File: config.mk
export PLATFORM = sky130hd
export DESIGN_NAME = mux_scan_sequencer
export DESIGN_NICKNAME = d
export VERILOG_FILES = /design/src/rtl/mux_scan_sequencer.sv
export SDC_FILE = /design/constraint.sdc
export NUM_CORES = 1
export LEC_CHECK = 0
export CAP_MARGIN = 20
export CORE_ASPECT_RATIO = 1.1
export CORE_MARGIN = 8
export CORE_UTILIZATION = 25
export CTS_CLUSTER_DIAMETER = 30
export DETAILED_ROUTE_END_ITERATION = 8
export SETUP_SLACK_MARGIN = 0.5
export SYNTH_ARGS = -nofsm -noshare
export SYNTH_HDL_FRONTEND = slang
export SYNTH_SLANG_ARGS = --single-unit
File: constraint.sdc
create_clock -name clock -period 3 [get_ports clock]
set_input_delay 0.75 -clock clock [delete_from_list [all_inputs] [get_ports clock]]
set_output_delay 0.75 -clock clock [all_outputs]
set_load 0.1 [all_outputs]
File: src/rtl/mux_scan_sequencer.sv
// Sweeps the 6:1 mux select, samples each channel after a settle dwell.
// MUX_SCAN_CONTINUOUS_EN: back-to-back sweeps while start stays high.
module mux_scan_sequencer #(
   parameter int NUM_CH = 6,
   parameter int SEL_W  = 3,
   parameter int DWELL  = 4
) (
   input  logic              clock,
   input  logic              resetn,
   input  logic              start,
   output logic [SEL_W-1:0]  sel,
   input  logic              mux_in,
   output logic              busy,
   output logic              done,
   output logic [NUM_CH-1:0] captured,
   output logic [SEL_W:0]    ones_count
);

   localparam int DW_W = (DWELL > 1) ? $clog2(DWELL) : 1;
   localparam logic [DW_W-1:0]  DW_LAST = DW_W'(DWELL - 1);
   localparam logic [SEL_W-1:0] CH_LAST = SEL_W'(NUM_CH - 1);

   typedef enum logic [1:0] {
      S_IDLE,
      S_SETTLE,
      S_SAMPLE,
      S_DONE
   } state_t;

   state_t            r_state;
   logic [SEL_W-1:0]  r_ch;
   logic [DW_W-1:0]   r_dwell;
   logic [NUM_CH-1:0] r_shadow;
   logic [NUM_CH-1:0] w_shadow_nxt;
   logic [SEL_W:0]    w_pop;

   // Shadow with the current channel's bit already merged, so the
   // final sample lands in captured on the same edge it is taken.
   always_comb begin
      w_shadow_nxt = r_shadow;
      for (int k = 0; k < NUM_CH; k++) begin
         if (r_ch == SEL_W'(k)) begin
            w_shadow_nxt[k] = mux_in;
         end
      end
      w_pop = '0;
      for (int k = 0; k < NUM_CH; k++) begin
         w_pop = w_pop + (SEL_W+1)'(w_shadow_nxt[k]);
      end
   end

   always_ff @(posedge clock or negedge resetn) begin
      if (!resetn) begin
         r_state    <= S_IDLE;
         r_ch       <= '0;
         r_dwell    <= '0;
         r_shadow   <= '0;
         sel        <= '0;
         busy       <= 1'b0;
         done       <= 1'b0;
         captured   <= '0;
         ones_count <= '0;
      end else begin
         done <= 1'b0;
         unique case (r_state)
            S_IDLE: begin
               sel  <= '0;
               busy <= 1'b0;
               if (start) begin
                  r_state  <= S_SETTLE;
                  r_ch     <= '0;
                  r_dwell  <= '0;
                  r_shadow <= '0;
                  busy     <= 1'b1;
               end
            end
            S_SETTLE: begin
               if (r_dwell == DW_LAST) begin
                  r_state <= S_SAMPLE;
               end else begin
                  r_dwell <= r_dwell + 1'b1;
               end
            end
            S_SAMPLE: begin
               r_shadow <= w_shadow_nxt;
               if (r_ch == CH_LAST) begin
                  r_state    <= S_DONE;
                  captured   <= w_shadow_nxt;
                  ones_count <= w_pop;
                  done       <= 1'b1;
               end else begin
                  r_state <= S_SETTLE;
                  r_ch    <= r_ch + 1'b1;
                  r_dwell <= '0;
                  sel     <= r_ch + 1'b1;
               end
            end
            S_DONE: begin
`ifdef MUX_SCAN_CONTINUOUS_EN
               if (start) begin
                  r_state  <= S_SETTLE;
                  r_ch     <= '0;
                  r_dwell  <= '0;
                  r_shadow <= '0;
                  sel      <= '0;
               end else begin
                  r_state <= S_IDLE;
                  sel     <= '0;
                  busy    <= 1'b0;
               end
`else
               r_state <= S_IDLE;
               sel     <= '0;
               busy    <= 1'b0;
`endif
            end
            default: begin
               r_state <= S_IDLE;
            end
         endcase
      end
   end

endmodule

==> run metrics <==
GR Overflow Total=0; average size of a mapped cell=9.99 um2; wirelength, routed=3.52 mm; crit share post-route=101%; Iter 0 DRT Violations=33; DP HPWL=2.62 mm; share of cells above drive strength 1=29.9%; Synth cell types=35; EDFF count, synth=0; WL/cell=13.3 um; most frequent cells in the layout=buf_4 (35), nand2_1 (29), dfrtp_1 (27); syn_nets=170; clock sink count=27; hold_sp=captured[0]; fin nets=206; Primary FF master, synth=dfrtp_1; die width=90.3 um; Worst-Margin Slew=0.720 ns; Clock Tree Buf Depth=2; Area contributors post-synth=dfrtp_1 (44%), ha_1 (9.1%), nand2_1 (7.2%); area leader, netlist=dfrtp_1; Post-Syn Instances=152; status=finished with violations; first-pass iteration count of the detailed router=4; Reg2Reg Setup Slack=-0.04 ns; R2R Path Start=r_ch[1]; Hold/Removal Path Class=flop to flop; FF-to-FF End=ones_count[1]; worst r2r path cells=13; max_slew headroom=51.5%; Req. time, crit path=3.17 ns; Starting Density=26.2%; first-pass GRT wire length=5.85 mm; initial antenna violation count=0; Clk Latency, worst-skew pair=0.27 ns; Detail Route Antenna Nets=0; Area Overhead vs Synth=28.9%; Max-Cap Viols=0; Final Max Slew Viols=0; CTS tree=yes; failing checks=setup timing; FMAX=329 MHz; hold path depth=2; worst min-delay path endpoint=captured[0]; Setup WS post-layout=-0.0357 ns; crit end category=flop; Inst Count DP=253; yosys warns=0; FILL cells=607; post-synthesis sequential area ratio=44.5%; clock root buffer=clkbuf_8; Worst Setup Path Type=flop to flop; Global Route Usage Sum=7.94%; GPL Wtd Cong=0.779; Seq cells post-synth=27; Post-Layout Cell Count=264; Critical Path Source=r_ch[1]; vias in the first global route=1251; register area=676 um2; # port buffers=17; die height=97.8 um; cts hold-fix bufs=0; largest net degree at the start of global routing=28; # DRC=0; fin crit period=3.04 ns; Via Count=1175; Critical Path Source Type=flop; Rows=29; Post-Syn Area=1520 um2; top-area cell type share of the netlist area=44.5%; Final Skew=0.00380 ns; combined area of the multi-input logic cells=793 um2; CTS clk-pin slew, worst paths=0.09 ns; RSZ-0062 raised after global routing=yes; leading cell type in the layout, fill and taps excluded=buf_4; ys async rst share=100%; final setup fails=1; vias per cell=4.45; Hold Fails Final Rpt=0; total CTS buffers=3; core area=5810 um2; crit path DAT=3.21 ns; Die Area=8830 um2; antenna fix cells=0; Worst Path Max Fanout=3; I/O pin total=19; H-tree Lvls=1
area by class of cell:
class / instances / share of cell area [%]
Inverter: 14 / 2.81
Clock inverter: 1 / 0.256
Timing Repair Buffer: 38 / 14.9
Tap cell: 77 / 4.92
Sequential cell: 27 / 34.5
Clock buffer: 3 / 2.11
Multi-Input combinational cell: 104 / 40.5
through the flow:
step / TNS (ns) / utilization (%) / setup WS (ns) / hold slack (ns) / cell area [um2]
final: -0.0357 / 33.7 / -0.0357 / 0.491 / 1960
after global routing: -0.280 / 33.7 / -0.168 / 0.517 / 1960
after CTS: -0.0342 / 33.2 / -0.0342 / 0.496 / 1930
after detailed placement: -1.07 / 31.6 / -0.498 / 0.474 / 1830
after global placement: -0.846 / 31.6 / -0.419 / 0.461 / 1830
after floorplan: -0.0107 / - / -0.0107 / 0.454 / 1570
kinds of logic after synthesis:
family | after synthesis | share of synthesized area [%]
AND/OR/NAND/NOR | 47 | 14.7
adder cells (fa/ha/maj) | 14 | 13.0
buffers and inverters | 21 | 7.17
other | 1 | 0.247
multiplexers | 6 | 3.95
flip-flops | 27 | 44.5
AO/OA/AOI/OAI | 36 | 16.5
synthesized netlist by cell type, types with 3 or more instances:
cell type  count
ha_1          11
fa_1           3
buf_4          3
nor2b_1        5
inv_1         13
nand2b_1       3
o2bb2ai_1      5
a21oi_1        5
nand3_1        3
nand2_1       29
mux2i_1        6
o21ai_0        9
dfrtp_1       27
o21ai_1        3
worst max-delay path: stages, from the launching register on:
cell	delay (ns)
dfrtp_1	0.42
inv_2	0.12
ha_4	0.14
nor2b_4	0.15
mux2i_2	0.24
inv_1	0.08
fa_1	0.49
inv_1	0.05
fa_1	0.47
inv_1	0.04
ha_2	0.16
fa_1	0.43
nand2_1	0.08
nand2_1	0.04
state kept, by name, indices dropped and copies added, names as in the netlist, 2 cells and up:
| name | count |
|---|---|
| captured | 6 |
| ones_count | 3 |
| r_ch | 3 |
| r_dwell | 2 |
| r_shadow | 6 |
| r_state | 2 |
| sel | 3 |
worst max-delay path by stage:
stage                                to  slack (ns)  cells past startpoint
after global placement    ones_count[1]       -0.42                     11
final                     ones_count[1]       -0.04                     13
after detailed placement  ones_count[1]       -0.50                     11
after CTS                 ones_count[1]       -0.03                     13
after global routing      ones_count[1]       -0.17                     12
after floorplan           ones_count[1]       -0.01                     11
routing by layer:
metal,part of all wire (%),vias to the layer above,global-route usage (%)
li1,-,585,-
met1,45,568,9.18
met2,49,18,13.9
met3,4.7,4,2.83
met4,0.71,0,1.41
met5,0,-,0
what timing repair did:
| action | CTS | global route |
|---|---|---|
| buffers inserted | 3 | 4 |
| endpoints found under the setup margin | 3 | 3 |
| gates resized for setup | 7 | 1 |
| cloned | 0 | 0 |
Power is left out: the tool's default activity adds up to more than one toggle a clock period on the data nets, which glitch-free logic cannot reach.
